[src/rtl/seq_det_pkg.sv]
// Shared encodings and defaults for the serial 1101 pattern detector.
package seq_det_pkg;

  localparam int STATE_W   = 3;
  localparam int DEF_CNT_W = 4;

  typedef enum logic [STATE_W-1:0] {
    S0 = 3'd0,
    S1 = 3'd1,
    S2 = 3'd2,
    S3 = 3'd3,
    S4 = 3'd4
  } state_t;

endpackage

[src/rtl/det_counter.sv]
// Wrap-around detection counter with a sticky overflow flag.
module det_counter
  import seq_det_pkg::*;
#(
  parameter int CNT_W = DEF_CNT_W
) (
  input  logic             Clk,
  input  logic             CLR,
  input  logic             inc,
  input  logic             CNT_CLR,
  output logic [CNT_W-1:0] Count,
  output logic             Ovf
);

  // A clear on the same edge as an increment wins, so that detection is dropped.
  always_ff @(posedge Clk or posedge CLR) begin
    if (CLR) begin
      Count <= '0;
      Ovf   <= 1'b0;
    end else if (CNT_CLR) begin
      Count <= '0;
      Ovf   <= 1'b0;
    end else if (inc) begin
      Count <= Count + CNT_W'(1);
      if (Count == '1) begin
        Ovf <= 1'b1;
      end
    end
  end

endmodule

[src/rtl/seq1101_detector.sv]
// Moore FSM recognising overlapping 1101 on a qualified serial stream,
// with a detection counter driven from the next-state compare.
module seq1101_detector
  import seq_det_pkg::*;
#(
  parameter int CNT_W = DEF_CNT_W
) (
  input  logic             Clk,
  input  logic             CLR,
  input  logic             EN,
  input  logic             Din,
  input  logic             CNT_CLR,
  output logic             Det,
  output logic [CNT_W-1:0] Count,
  output logic             Ovf
);

  state_t state_q;
  state_t state_d;
  logic   inc;

  always_ff @(posedge Clk or posedge CLR) begin
    if (CLR) begin
      state_q <= S0;
    end else begin
      state_q <= state_d;
    end
  end

  // With EN low the state holds, so a stall is invisible to the matcher.
  always_comb begin
    state_d = state_q;
    if (EN) begin
      unique case (state_q)
        S0:      state_d = Din ? S1 : S0;
        S1:      state_d = Din ? S2 : S0;
        S2:      state_d = Din ? S2 : S3;
        S3:      state_d = Din ? S4 : S0;
        S4:      state_d = Din ? S2 : S0;
        default: state_d = S0;
      endcase
    end
  end

  // Gating with EN keeps a stall in S4 from counting the same match twice.
  assign inc = EN && (state_d == S4);
  assign Det = (state_q == S4);

  det_counter #(
    .CNT_W(CNT_W)
  ) u_det_counter (
    .Clk    (Clk),
    .CLR    (CLR),
    .inc    (inc),
    .CNT_CLR(CNT_CLR),
    .Count  (Count),
    .Ovf    (Ovf)
  );

endmodule

[config.mk]
export PLATFORM = sky130hd
export DESIGN_NAME = seq1101_detector
export DESIGN_NICKNAME = d
export VERILOG_FILES = /design/src/rtl/seq_det_pkg.sv /design/src/rtl/det_counter.sv /design/src/rtl/seq1101_detector.sv
export SDC_FILE = /design/constraint.sdc
export NUM_CORES = 1
export LEC_CHECK = 0
export ABC_AREA = 1
export BUFFER_PORTS_ARGS = -buffer_cell sky130_fd_sc_hd__buf_2
export CAP_MARGIN = 20
export CORE_MARGIN = 1
export CORE_UTILIZATION = 30
export DETAILED_ROUTE_END_ITERATION = 7
export SLEW_MARGIN = 5
export SYNTH_ARGS = -nofsm -noshare
export SYNTH_HDL_FRONTEND = slang
export SYNTH_SLANG_ARGS = --single-unit
[constraint.sdc]
create_clock -name Clk -period 1.11 [get_ports Clk]
set_input_delay 0.222 -clock Clk [delete_from_list [all_inputs] [get_ports Clk]]
set_output_delay 0.222 -clock Clk [all_outputs]
set_load 0.1 [all_outputs]
==> flow_metrics.tcl, run 1 <==
set metrics [dict create \
    root_buffer "sky130_fd_sc_hd__clkbuf_4" \
    tritoncts_clock_tree "done" \
    postSynthCellCount 59 \
    tightestPinTransition_ps 310.5 \
    kind_of_capture_point_of_the_worst_setup_path "output port" \
    syn_area_per_cell_um2 7.974 \
    p_leak_nw 0.4122 \
    detailroute.via_count 468 \
    ys_ff_latch 8 \
    power_density_nw_per_um2 1187 \
    synth_largest_area_cell "sky130_fd_sc_hd__dfrtp_1" \
    fillers 110 \
    cp_cell_sequence "buf_6 > nor2_4 > buf_12" \
    finish.utilization_pct 60.91 \
    ir_drop_mv 0.6680 \
    reg2reg_slack_ps -20 \
    finalHoldViolations 0 \
    rr_endpoint "u_det_counter.Count[2]$_DFFE_PP0P_" \
    setup_slack_ps -188.2 \
    vias_per_cell 4.588 \
    slew-limit-headroom_pct 79.28 \
    setup_violations 5 \
    critical_path.reg2reg.startpoint "u_det_counter.Count[0]$_DFFE_PP0P_" \
    path_clk_slew_ps 60 \
    pre_cts_ws_ps 40.16 \
    area.sequential_um2 215.2 \
    run_status "finished, violations left" \
    initial_core_util_pct 34.03 \
    avgRoutedWirePerCell_um 10.56 \
    port_buffer_cells 10 \
    htree_levels 1 \
    grt_antenna_before_repair 0 \
    die_w_um 41.60 \
    routability_congestion_estimate_from_global_placement 0.8766 \
    crit_path_start_kind "flip-flop" \
    yosysTopAreaCellShare_pct 42.55 \
    num_rows 13 \
    multi_input_area_um2 276.5 \
    min_delay_worst_endpoint "state_q[0]$_DFF_PP0_" \
    mappedNetlistArea_um2 470.5 \
    timing.final.crit_period_ps 1298 \
    place.detailed.hpwl_um 751.9 \
    num-nets-final 94 \
    min-delay-path-class "in2reg" \
    wl_um 1077 \
    path_max_fanout 3 \
    maxSlewViolCount 0 \
    timing.final.crit_share_pct 117.0 \
    cp_slowest_cell "sky130_fd_sc_hd__dfrtp_1" \
    drt_pass1_iterations 2 \
    clock_sink_count 8 \
    cell_types_occupying_the_most_area_after_synthesis "sky130_fd_sc_hd__dfrtp_1 (43%), sky130_fd_sc_hd__nand2_1 (14%), sky130_fd_sc_hd__nand3_1 (5.3%)" \
    drv.max_cap_violation_count 0 \
    portion_of_the_post_synthesis_area_used_by_sequential_elements_pct 42.55 \
    grt_pass1_wl_um 1821 \
    critical_path_arrival_ps 1080 \
    failing_checks "setup timing" \
    antenna_cells_inserted 0 \
    clock.fmax_mhz 770.3 \
    drt_drc_violations_left 0 \
    yosysWarnings 0 \
    rsz0062_at_grt "true" \
    hold_depth 2 \
    required_time_of_the_critical_path_ps 890 \
    core-area_um2 1383 \
    layout-drive-gt1-share_pct 57.47 \
    post_route_clock_skew_ps 7.839 \
    route.antenna.remaining_nets 0 \
    detailedRoute.firstIterationViolations 5 \
    grt_util_all_layers_pct 14.01 \
    via_count_of_the_first_global_routing_pass 450 \
    gr-total-overflow 0 \
    critPathMaxStageDelay_ps 390 \
    ioPinCount 11 \
    synth_fp_nets 65 \
    critical-path-top-delay-family "flip-flops" \
    synth.distinct_cells 18 \
    timing.critical_path.buf_inv 2 \
    worst-setup-path-type "reg2out" \
    worstSkewPairLatency_ps 260 \
    cts_made_buffers 3 \
    grt_start_max_net_pins 9 \
    syn_to_final_growth_pct 78.99 \
    clock_path_buffers 2 \
    hold_start "EN" \
    design.die.area_um2 1731 \
    fp.dieH_um 41.60 \
    reg2regPathDepth 5 \
    timing.critical_path.depth 3 \
]
[where the power goes]
part	internal, mW	leakage [nW]	switching [mW]
sequential	0.321	0.0956	0.0211
combinational	0.187	0.302	0.232
clock	0.138	0.0150	0.101
total	0.646	0.412	0.354
[how the worst max path moves through the flow]
stage	end	start	slack, ps
after floorplan	Det	state_q[0]$_DFF_PP0_	-130
after global placement	Det	state_q[0]$_DFF_PP0_	40
after detailed placement	Det	state_q[0]$_DFF_PP0_	40
after CTS	Det	state_q[0]$_DFF_PP0_	-200
after global routing	Det	state_q[1]$_DFF_PP0_	-220
final	Det	state_q[1]$_DFF_PP0_	-190
[per-stage QoR]
stage	power, mW	setup TNS [ps]	hold WS (ps)	instance area [µm²]	instances
finish	0.9994	-422.1	225.0	842.1	102
global route	1.049	-815.0	235.2	842.1	102
CTS	0.9611	-454.9	225.4	798.3	99
detailed placement	0.6638	0	187.2	698.2	87
global placement	0.6606	0	184.8	698.2	87
floorplan	0.5525	-355.9	37.58	516.7	59
[metal layers]
metal | vias up | track usage [%] | share of wire [%]
li1 | 248 | - | -
met1 | 212 | 17.03 | 44
met2 | 8 | 23.13 | 52
met3 | 0 | 6.522 | 4.0
met4 | 0 | 1.935 | 0
met5 | - | 0 | 0
[repair_timing]
action,CTS,global route
pin swaps,1,3
setup endpoints to repair,5,9
hold buffers,1,0
endpoints found under the hold margin,8,0
gates resized for setup,3,8
setup buffers,7,5
[sequential cells by signal (all words and copies together) (netlist names)]
name                 cells
u_det_counter.Ovf        1
u_det_counter.Count      4
state_q                  3
[synth_stat cells (all sizes together)]
master and count:
nand2 19, dfrtp 8, inv 7, nand3 6
nor2 6, a21oi 3, nand4 3, a31oi 1
bufinv 1, ha 1, nand3b 1, nor3 1
o21ai 1, xor2 1
[cells in the final DEF (no fill, tap or decap), drive strengths merged]
cell and count:
a21oi 3, a31oi 1, buf 23, bufinv 1, clkbuf 4, dfrtp 8
dlygate4sd3 1, ha 1, inv 7, nand2 19, nand3 6, nand3b 1
nand4 3, nor2 6, nor3 1, o21ai 1, xor2 1
[cell families after synthesis]
logic type | Yosys count | synth area share, %
compound gates | 5 | 5.584
buf+inv | 8 | 9.308
flops | 8 | 42.55
xor+xnor | 1 | 1.862
simple gates | 36 | 38.03
fa+ha+maj | 1 | 2.659
[final cells by class]
type | instances | area share (%)
Timing Repair Buffer | 24 | 30.76
Inverter | 8 | 5.498
Multi-Input combinational cell | 43 | 32.84
Sequential cell | 8 | 25.56
Clock buffer | 4 | 3.120
Tap cell | 15 | 2.229
Note: power is estimated with default switching activity, not from simulation.
==> run 2: changes to the inputs <==
==> constraint.sdc (replaced) <==
create_clock -name Clk -period 1.1 [get_ports Clk]
set_input_delay 0.22 -clock Clk [delete_from_list [all_inputs] [get_ports Clk]]
set_output_delay 0.22 -clock Clk [all_outputs]
set_load 0.1 [all_outputs]
==> flow_metrics.tcl, run 2 (synthesis gave the netlist of run 1 again) <==
set metrics [dict create \
    tightestPinTransition_ps 315.0 \
    timing.final.crit_share_pct 117.3 \
    vias_per_cell 4.792 \
    p_sw_share_pct 35.75 \
    top_library_cells_by_usage_in_the_layout_fill_and_taps_aside "sky130_fd_sc_hd__nand2_1 (15), sky130_fd_sc_hd__buf_4 (9), sky130_fd_sc_hd__buf_12 (6), sky130_fd_sc_hd__buf_2 (4), sky130_fd_sc_hd__dfrtp_4 (4)" \
    cellInternalPower_uw 652.2 \
    rr_endpoint "u_det_counter.Count[1]$_DFFE_PP0P_" \
    whs_ps 214.9 \
    net-switching-power_uw 362.9 \
    grt_antenna_before_repair 0 \
    root_buffer "sky130_fd_sc_hd__clkbuf_4" \
    timing.final.crit_period_ps 1290 \
    die_w_um 41.60 \
    ir_drop_mv 0.6131 \
    cts_made_buffers 3 \
    layout_commonest_cell "sky130_fd_sc_hd__nand2_1" \
    grt_pass1_wl_um 1987 \
    gr-total-overflow 0 \
    detailroute.via_count 484 \
    pwr-share-seq_pct 33.8 \
    p_comb_share_pct 42.3 \
    grt_start_max_net_pins 9 \
    finalHoldViolations 0 \
    power_frac_clock_pct 23.9 \
    maxSlewViolCount 0 \
    required_time_of_the_critical_path_ps 880 \
    p_leak_nw 0.4089 \
    power_density_nw_per_um2 1197 \
    failing_checks "setup timing" \
    drt_pass1_iterations 2 \
    finalNonFillerCells 101 \
    worst-setup-path-type "reg2out" \
    critical_path.reg2reg.startpoint "state_q[1]$_DFF_PP0_" \
    critPathMaxStageDelay_ps 390 \
    path_max_fanout 2 \
    routability_congestion_estimate_from_global_placement 0.8630 \
    hold_depth 4 \
    reg2regPathDepth 9 \
    detailedRoute.firstIterationViolations 10 \
    antenna_cells_inserted 0 \
    worstSkewPairLatency_ps 260 \
    port_buffer_cells 10 \
    num_rows 13 \
    fp.dieH_um 41.60 \
    rsz0062_at_grt "true" \
    critical_path_arrival_ps 1070 \
    min-delay-path-class "in2reg" \
    tritoncts_clock_tree "done" \
    place.detailed.hpwl_um 751.4 \
    drt_drc_violations_left 0 \
    crit_path_start_kind "flip-flop" \
    initial_core_util_pct 34.03 \
    hold_start "CNT_CLR" \
    registers.top_by_ff_count "u_det_counter.Count" \
    setup_slack_ps -190.5 \
    reg2reg_slack_ps -90 \
    avgRoutedWirePerCell_um 11.27 \
    layout-drive-gt1-share_pct 58.14 \
    via_count_of_the_first_global_routing_pass 461 \
    grt_util_all_layers_pct 15.25 \
    post_route_clock_skew_ps 8.616 \
    route.antenna.remaining_nets 0 \
    critical-path-top-delay-family "flip-flops" \
    htree_levels 1 \
    cp_cell_sequence "buf_6 > nor2_4 > buf_12" \
    clock.fmax_mhz 774.9 \
    num-nets-final 93 \
    place_inst 87 \
    setup-tns-final_ps -812.6 \
    min_delay_worst_endpoint "u_det_counter.Count[0]$_DFFE_PP0P_" \
    reg_top3 "u_det_counter.Count: 4 flops, state_q: 3 flops, u_det_counter.Ovf: 1 flops" \
    ioPinCount 11 \
    design.die.area_um2 1731 \
    clock_sink_count 8 \
    slew-limit-headroom_pct 78.98 \
    clock_path_buffers 2 \
    largest_register_ffs 4 \
    wl_um 1138 \
    syn_to_final_growth_pct 80.32 \
    path_clk_slew_ps 60 \
    core-area_um2 1383 \
    setup_violations 10 \
    cp_slowest_cell "sky130_fd_sc_hd__dfrtp_1" \
    timing.critical_path.depth 3 \
    run_status "finished, violations left" \
    kind_of_capture_point_of_the_worst_setup_path "output port" \
    drv.max_cap_violation_count 0 \
    timing.critical_path.buf_inv 2 \
]
run 2: changes by cell type in the layout (fill, tap and decap cells not counted), moves of 2 or more:
cell                      before  now
sky130_fd_sc_hd__dfrtp_2       3    1
sky130_fd_sc_hd__nand2_2       5    3
sky130_fd_sc_hd__nand2_1      13   15
sky130_fd_sc_hd__a21oi_2       0    2
sky130_fd_sc_hd__a21oi_1       3    1
sky130_fd_sc_hd__nor2_1        4    2
run 2: tightest hold or removal path, stage by stage:
cell	delay, ps
sky130_fd_sc_hd__buf_2	80
sky130_fd_sc_hd__nor2_1	30
sky130_fd_sc_hd__nand2_1	50
sky130_fd_sc_hd__nand2_1	50
run 2: power groups by stage:
stage	logic, mW	registers, mW	clock network (mW)
final	0.429	0.343	0.243
after global routing	0.462	0.346	0.278
after CTS	0.375	0.343	0.252
after detailed placement	0.318	0.352	0
after global placement	0.316	0.351	0
after floorplan	0.151	0.407	0
run 2: per-stage QoR:
step                total power [mW]  instance area (µm²)  utilization (%)  setup slack [ps]
finish                         1.015                848.3            61.36            -190.5
global route                   1.085                848.3            61.36            -239.9
CTS                           0.9702                803.3            58.10            -200.3
detailed placement            0.6705                700.7            50.68             28.76
global placement              0.6667                700.7            50.68             39.05
floorplan                     0.5576                519.2                -            -137.3
run 2: cell type report:
| class | instances | area (µm²) |
|---|---|---|
| multi-input combinational | 43 | 289.0 |
| clock buffer | 4 | 26.28 |
| fill | 127 | 534.3 |
| tap | 15 | 18.77 |
| sequential | 8 | 216.5 |
| inverter | 8 | 46.29 |
| timing repair buffer | 23 | 251.5 |
run 2: repair_timing:
item	4_1_cts	5_1_grt
endpoints found under the setup margin	5	13
pin swaps	0	5
hold buffers	1	0
gates cloned	0	0
endpoints found under the hold margin	8	0
resized for setup	4	9
setup buffers	7	2
run 2: how the worst max path moves through the flow:
| stage | startpoint | end | slack [ps] |
|---|---|---|---|
| after floorplan | state_q[0]$_DFF_PP0_ | Det | -140 |
| after global placement | state_q[0]$_DFF_PP0_ | Det | 40 |
| after detailed placement | state_q[0]$_DFF_PP0_ | Det | 30 |
| after CTS | state_q[0]$_DFF_PP0_ | Det | -200 |
| after global routing | state_q[1]$_DFF_PP0_ | Det | -240 |
| final | state_q[1]$_DFF_PP0_ | Det | -190 |
run 2: routing by layer:
layer | share of wire, % | global-route usage [%] | vias up | wire length (µm)
met3 | 4.5 | 7.826 | 2 | 51
met2 | 49 | 24.06 | 10 | 560
met1 | 46 | 18.26 | 225 | 520
li1 | - | - | 247 | -
met5 | 0 | 0 | - | 0
met4 | 0.44 | 3.871 | 0 | 5
